$ cat src/rtl/alu_op_sequencer_if.sv
// Request, ALU and response signals of the ALU operation sequencer.
// Handshakes: a transfer happens on a rising edge where valid and ready are both 1; the
// producer holds valid and payload stable until that edge, and ready may depend on state only.
interface alu_op_sequencer_if #(
    parameter int WIDTH = 32,
    parameter int OPW   = 4
);
    logic             req_valid;
    logic             req_ready;
    logic [WIDTH-1:0] req_a;
    logic [WIDTH-1:0] req_b;
    logic [OPW-1:0]   req_oper;
    logic [3:0]       req_cond;
    logic             req_setf;

    logic [WIDTH-1:0] alu_a;
    logic [WIDTH-1:0] alu_b;
    logic [OPW-1:0]   alu_oper;
    logic [WIDTH-1:0] alu_y;
    logic             alu_n;
    logic             alu_z;
    logic             alu_c;
    logic             alu_v;

    logic             rsp_valid;
    logic             rsp_ready;
    logic [WIDTH-1:0] rsp_y;
    logic             rsp_exec;
    logic [3:0]       flags;

    modport slave (
        input  req_valid, req_a, req_b, req_oper, req_cond, req_setf,
        output req_ready,
        output alu_a, alu_b, alu_oper,
        input  alu_y, alu_n, alu_z, alu_c, alu_v,
        output rsp_valid, rsp_y, rsp_exec, flags,
        input  rsp_ready
    );

    modport master (
        output req_valid, req_a, req_b, req_oper, req_cond, req_setf,
        input  req_ready,
        input  alu_a, alu_b, alu_oper,
        output alu_y, alu_n, alu_z, alu_c, alu_v,
        input  rsp_valid, rsp_y, rsp_exec, flags,
        output rsp_ready
    );
endinterface

$ cat src/rtl/alu_op_sequencer.sv
// Issues one predicated operation at a time to a combinational ALU, captures its result
// and flags, maintains the architectural NZCV register and returns one response per request.
module alu_op_sequencer #(
    parameter int WIDTH = 32,
    parameter int OPW   = 4
) (
    input  logic                clk,
    input  logic                rst,
    alu_op_sequencer_if.slave   bus,
    output logic [1:0]          state_o
);

    typedef enum logic [1:0] {
        IDLE = 2'd0,
        EXEC = 2'd1,
        RESP = 2'd2
    } state_t;

    state_t           state_q, state_d;
    logic [WIDTH-1:0] a_q, a_d;
    logic [WIDTH-1:0] b_q, b_d;
    logic [OPW-1:0]   oper_q, oper_d;
    logic             pass_q, pass_d;
    logic             setf_q, setf_d;
    logic [WIDTH-1:0] y_q, y_d;
    logic             exec_q, exec_d;
    logic [3:0]       flags_q, flags_d;

    function automatic logic cond_pass(input logic [3:0] cond, input logic [3:0] f);
        logic n, z, c, v;
        {n, z, c, v} = f;
        case (cond)
            4'd0:    cond_pass = 1'b1;
            4'd1:    cond_pass = z;
            4'd2:    cond_pass = !z;
            4'd3:    cond_pass = n;
            4'd4:    cond_pass = !n;
            4'd5:    cond_pass = v;
            4'd6:    cond_pass = !v;
            4'd7:    cond_pass = c;
            4'd8:    cond_pass = !c;
            4'd9:    cond_pass = (n == v);
            4'd10:   cond_pass = (n != v);
            4'd11:   cond_pass = !z && (n == v);
            4'd12:   cond_pass = z || (n != v);
            default: cond_pass = 1'b0;
        endcase
    endfunction

    always_ff @(posedge clk) begin
        if (rst) begin
            state_q <= IDLE;
            a_q     <= '0;
            b_q     <= '0;
            oper_q  <= '0;
            pass_q  <= 1'b0;
            setf_q  <= 1'b0;
            y_q     <= '0;
            exec_q  <= 1'b0;
            flags_q <= 4'b0000;
        end else begin
            state_q <= state_d;
            a_q     <= a_d;
            b_q     <= b_d;
            oper_q  <= oper_d;
            pass_q  <= pass_d;
            setf_q  <= setf_d;
            y_q     <= y_d;
            exec_q  <= exec_d;
            flags_q <= flags_d;
        end
    end

    always_comb begin
        state_d = state_q;
        a_d     = a_q;
        b_d     = b_q;
        oper_d  = oper_q;
        pass_d  = pass_q;
        setf_d  = setf_q;
        y_d     = y_q;
        exec_d  = exec_q;
        flags_d = flags_q;
        case (state_q)
            IDLE: begin
                if (bus.req_valid) begin
                    a_d     = bus.req_a;
                    b_d     = bus.req_b;
                    oper_d  = bus.req_oper;
                    setf_d  = bus.req_setf;
                    // Predicate sees the flags as they stand before this op executes.
                    pass_d  = cond_pass(bus.req_cond, flags_q);
                    state_d = EXEC;
                end
            end
            EXEC: begin
                if (pass_q) begin
                    y_d    = bus.alu_y;
                    exec_d = 1'b1;
                    if (setf_q) begin
                        flags_d = {bus.alu_n, bus.alu_z, bus.alu_c, bus.alu_v};
                    end
                end else begin
                    y_d    = '0;
                    exec_d = 1'b0;
                end
                state_d = RESP;
            end
            RESP: begin
                if (bus.rsp_ready) begin
                    state_d = IDLE;
                end
            end
            default: state_d = IDLE;
        endcase
    end

    assign bus.req_ready = (state_q == IDLE);
    assign bus.rsp_valid = (state_q == RESP);
    assign bus.alu_a     = a_q;
    assign bus.alu_b     = b_q;
    assign bus.alu_oper  = oper_q;
    assign bus.rsp_y     = y_q;
    assign bus.rsp_exec  = exec_q;
    assign bus.flags     = flags_q;
    assign state_o       = state_q;

endmodule

$ cat src/flat_wrapper.sv
// flat-port wrapper written by rule: the top's interface ports become plain ports
module alu_op_sequencer_flat 
#(
    parameter int WIDTH = 32,
    parameter int OPW   = 4
)
  (clk, rst, state_o, bus_req_valid, bus_req_a, bus_req_b, bus_req_oper, bus_req_cond, bus_req_setf, bus_req_ready, bus_alu_a, bus_alu_b, bus_alu_oper, bus_alu_y, bus_alu_n, bus_alu_z, bus_alu_c, bus_alu_v, bus_rsp_valid, bus_rsp_y, bus_rsp_exec, bus_flags, bus_rsp_ready);
  alu_op_sequencer_if #(.WIDTH(WIDTH), .OPW(OPW)) bus_i ();
  input  logic clk;
  input  logic rst;
  output logic [1:0] state_o;
  input wire logic [$bits(bus_i.req_valid)-1:0] bus_req_valid;
  input wire logic [$bits(bus_i.req_a)-1:0] bus_req_a;
  input wire logic [$bits(bus_i.req_b)-1:0] bus_req_b;
  input wire logic [$bits(bus_i.req_oper)-1:0] bus_req_oper;
  input wire logic [$bits(bus_i.req_cond)-1:0] bus_req_cond;
  input wire logic [$bits(bus_i.req_setf)-1:0] bus_req_setf;
  output wire logic [$bits(bus_i.req_ready)-1:0] bus_req_ready;
  output wire logic [$bits(bus_i.alu_a)-1:0] bus_alu_a;
  output wire logic [$bits(bus_i.alu_b)-1:0] bus_alu_b;
  output wire logic [$bits(bus_i.alu_oper)-1:0] bus_alu_oper;
  input wire logic [$bits(bus_i.alu_y)-1:0] bus_alu_y;
  input wire logic [$bits(bus_i.alu_n)-1:0] bus_alu_n;
  input wire logic [$bits(bus_i.alu_z)-1:0] bus_alu_z;
  input wire logic [$bits(bus_i.alu_c)-1:0] bus_alu_c;
  input wire logic [$bits(bus_i.alu_v)-1:0] bus_alu_v;
  output wire logic [$bits(bus_i.rsp_valid)-1:0] bus_rsp_valid;
  output wire logic [$bits(bus_i.rsp_y)-1:0] bus_rsp_y;
  output wire logic [$bits(bus_i.rsp_exec)-1:0] bus_rsp_exec;
  output wire logic [$bits(bus_i.flags)-1:0] bus_flags;
  input wire logic [$bits(bus_i.rsp_ready)-1:0] bus_rsp_ready;
  assign bus_i.req_valid = bus_req_valid;
  assign bus_i.req_a = bus_req_a;
  assign bus_i.req_b = bus_req_b;
  assign bus_i.req_oper = bus_req_oper;
  assign bus_i.req_cond = bus_req_cond;
  assign bus_i.req_setf = bus_req_setf;
  assign bus_req_ready = bus_i.req_ready;
  assign bus_alu_a = bus_i.alu_a;
  assign bus_alu_b = bus_i.alu_b;
  assign bus_alu_oper = bus_i.alu_oper;
  assign bus_i.alu_y = bus_alu_y;
  assign bus_i.alu_n = bus_alu_n;
  assign bus_i.alu_z = bus_alu_z;
  assign bus_i.alu_c = bus_alu_c;
  assign bus_i.alu_v = bus_alu_v;
  assign bus_rsp_valid = bus_i.rsp_valid;
  assign bus_rsp_y = bus_i.rsp_y;
  assign bus_rsp_exec = bus_i.rsp_exec;
  assign bus_flags = bus_i.flags;
  assign bus_i.rsp_ready = bus_rsp_ready;
  alu_op_sequencer #(.WIDTH(WIDTH), .OPW(OPW)) u_core (.clk(clk), .rst(rst), .bus(bus_i), .state_o(state_o));
endmodule
$ cat config.mk
export PLATFORM = sky130hd
export DESIGN_NAME = alu_op_sequencer_flat
export DESIGN_NICKNAME = d
export VERILOG_FILES = /design/src/rtl/alu_op_sequencer_if.sv /design/src/rtl/alu_op_sequencer.sv /design/src/flat_wrapper.sv
export SDC_FILE = /design/constraint.sdc
export NUM_CORES = 1
export LEC_CHECK = 0
export ABC_AREA = 0
export CAP_MARGIN = 0
export CORE_AREA = 4 4 132 96
export CTS_CLUSTER_SIZE = 12
export DETAILED_ROUTE_END_ITERATION = 7
export DIE_AREA = 0 0 136 100
export PLACE_DENSITY = 0.83
export SLEW_MARGIN = 10
export SYNTH_ARGS = -nofsm -noshare
export SYNTH_HDL_FRONTEND = slang
export SYNTH_SLANG_ARGS = --single-unit
$ cat constraint.sdc
create_clock -name clk -period 1.3 [get_ports clk]
set_input_delay 0.195 -clock clk [delete_from_list [all_inputs] [get_ports clk]]
set_output_delay 0.195 -clock clk [all_outputs]
set_load 0.02 [all_outputs]
==> impl_results.md <==
* Status: complete, but fails checks
* Violated checks: setup timing
* DRC at 0
* CP cell instances: buf_6 > nor2_4 > and2_4 > buf_4 > buf_12 > nand2_1 > a21oi_1
* RSZ-0062 raised after global routing: yes
* Overall power at 7.89 mW
* Width of the chip at 136 µm
* Maxcap violations at 0
* CP arrival at 1660 ps
* Hold buffers post-CTS at 0
* Starting Density at 34.5%
* Largest net degree at the start of global routing at 40
* CTS max path bufs at 2
* FFs w/ async S/R, synth at 0%
* CP max-delay cell: dfxtp_4
* CTS sink cnt at 109
* Area leader, netlist: dfxtp_1
* Post-Syn Area at 3950 µm²
* Nets@finish at 832
* H-tree depth at 3
* Area contributors post-synth: dfxtp_1 (55%), nand2_1 (16%), a21oi_1 (13%), nand3_1 (4.2%), clkbuf_1 (2.5%)
* Max_slew headroom at 76.4%
* Sequential area share after synthesis at 55.3%
* Yosys reg bits at 109
* Delay of the slowest cell on the worst path at 360 ps
* Routed met3 length at 1.45 mm
* Dpl cell area at 6460 µm²
* Post-Layout Inst Area at 6940 µm²
* Tmin final at 1420 ps
* Via count at 4255
* Final WL at 13.7 mm
* YS warnings at 0
* Die H at 100 µm
* Startpoint types: flop
* DP HPWL at 9.97 mm
* Via density at 4.83
* Routed length per instance at 15.6 µm
* Placer Congestion at 0.820
* Yosys top cell area share at 55.3%
* Core Area at 11400 µm²
* Port Buffer Count at 221
* Setup crit end kind: flop
* CTS Buf Count at 9
* Starting DRC count in detailed routing at 163
* ANT nets after route at 0
* GRT overflow at 0
* Most used flip-flop cell after synthesis: dfxtp_1
* Clock-pin slew on the worst setup and hold paths at 70 ps
* Max rail drop VDD at 0.762 mV
* Number of global-route vias before repair at 4274
* Leak at 3.01 nW
* Ports at 222
* Yosys cell types at 25
* Global-route wire length before repair at 20.6 mm
* Met2 WL at 6.72 mm
* GR Util All Layers at 18.7%
* Slew Limit Fails at 0
* CTS tree: yes
* Fmax at 0.704 GHz
* EDFF count, synth at 0
* Hold Fails Final Rpt at 0
* Top cell family by delay on the critical path: simple AND/OR/NAND/NOR gates
* Cells after Synth at 497
* Final worst slack at -120 ps
* Clk_skew at 9.92 ps
* Hold Path Class: in -> reg
* Die footprint at 13600 µm²
* # diodes at 0
* Period utilisation layout at 109%
* Syn Nets at 610
* Clock root buffer: clkbuf_16
* CP Max Fanout at 7
* Critical path buffers and inverters at 3
* Measured slew at the worst slew-check pin at 354 ps
* Power per standard cell area at 1140 nW/µm²
* Cell with the most instances after synthesis: nand2_1
* Most frequent cells after synthesis: nand2_1 (173), dfxtp_1 (109), a21oi_1 (104)
* Area growth, synth to finish at 75.7%
* Met1 wire length at 5.35 mm
* CP Class: reg -> reg
* Synth Area per Inst at 7.94 µm²
* Flop2flop setup slack at -120 ps
* Final setup vio count at 18
* Router iterations before antenna repair at 4
* Hold slack final at 268 ps
* Worst-Skew Late Latency at 340 ps
* Max Used Layer: met4
* Row Count at 33
* Layout cell share with drive strength beyond 1 at 14.2%
* CP Data Required Time at 1540 ps
* Antenna violations before repair at 0
layout by cell type, fill, tap and decap left out, types with 2 or more instances in the layout:
master             n
nand3_1           32
dfxtp_1          105
inv_6              2
dlygate4sd2_1     99
nand2b_1           3
nand2_4            7
nand2_1          162
clkbuf_16         11
nor2_1             7
nor2b_1            3
buf_6              6
inv_1              2
a21oi_2           25
dfxtp_4            2
buf_4             19
nor2b_4            2
nor4_1             2
mux2i_1            5
clkinv_4           2
dfxtp_2            2
buf_12             7
clkdlybuf4s15_1    3
clkdlybuf4s50_1  111
clkdlybuf4s15_2    4
nand2_2            4
a21oi_1           80
final timing paths:
kind | endpoint | depth (start not counted) | startpoint
max | u_core.bus.alu_b[27]$_SDFFE_PP0P_ | 7 | u_core.state_o[1]$_SDFFE_PP0P_
min | u_core.bus.alu_b[26]$_SDFFE_PP0P_ | 2 | rst
max reg2reg | u_core.bus.alu_b[27]$_SDFFE_PP0P_ | 7 | u_core.state_o[1]$_SDFFE_PP0P_
min reg2reg | u_core.bus.alu_a[2]$_SDFFE_PP0P_ | 2 | u_core.bus.alu_a[2]$_SDFFE_PP0P_
state kept, by name (all words and copies together) (netlist names):
register,flops
u_core.bus.alu_b,32
u_core.pass_q,1
u_core.bus.alu_a,32
u_core.state_o,2
u_core.setf_q,1
u_core.bus.rsp_y,32
u_core.bus.alu_oper,4
u_core.bus.flags,4
u_core.bus.rsp_exec,1
power by group:
group	internal, mW	leakage (nW)	switching [mW]
Sequential	3.50	0.892	0.0853
Combinational	0.734	1.97	0.781
Clock	1.57	0.151	1.22
Total	5.80	3.01	2.08
repair_timing:
action / 4_1_cts / 5_1_grt
cloned: 0 / 3
endpoints found under the hold margin: 0 / 0
endpoints found under the setup margin: 185 / 100
pin swaps: 0 / 16
buffers inserted: 0 / 2
resized for setup: 135 / 52
kinds of logic (layout without fill, tap and decap cells):
family / Yosys count / after routing / share of synthesized area, %
buffers and inverters: 43 / 270 / 4.50
AOI/OAI and AO/OA: 111 / 111 / 15.0
DFF: 109 / 109 / 55.3
muxes: 6 / 6 / 1.55
xor gates and xnor gates: 1 / 1 / 0.222
and+or+nand+nor: 227 / 227 / 23.5
per-stage QoR:
step	setup WS (ps)	setup TNS [ps]	utilization (%)	cells
finish	-120	-503	60.6	881
global route	-186	-3740	60.6	881
CTS	-77.4	-249	58.3	876
detailed placement	-500	-31120	56.5	860
global placement	-521	-31280	56.5	860
floorplan	-108	-2400	-	497
layer usage:
layer  vias to the layer above  global-route usage, %
met3                        22                   8.62
met5                         -                      0
met1                      1977                   20.5
li1                       2068                      -
met2                       188                   33.2
met4                         0                   4.18
area by class of cell:
cell class,count,area (µm²)
fill,996,4500
timing repair buffer,252,2460
sequential,109,2190
multi-input combinational,345,1770
clock buffer,11,243
tap,157,196
clock inverter,5,65.1
inverter,2,7.51
Note: power is estimated with default switching activity, not from simulation.
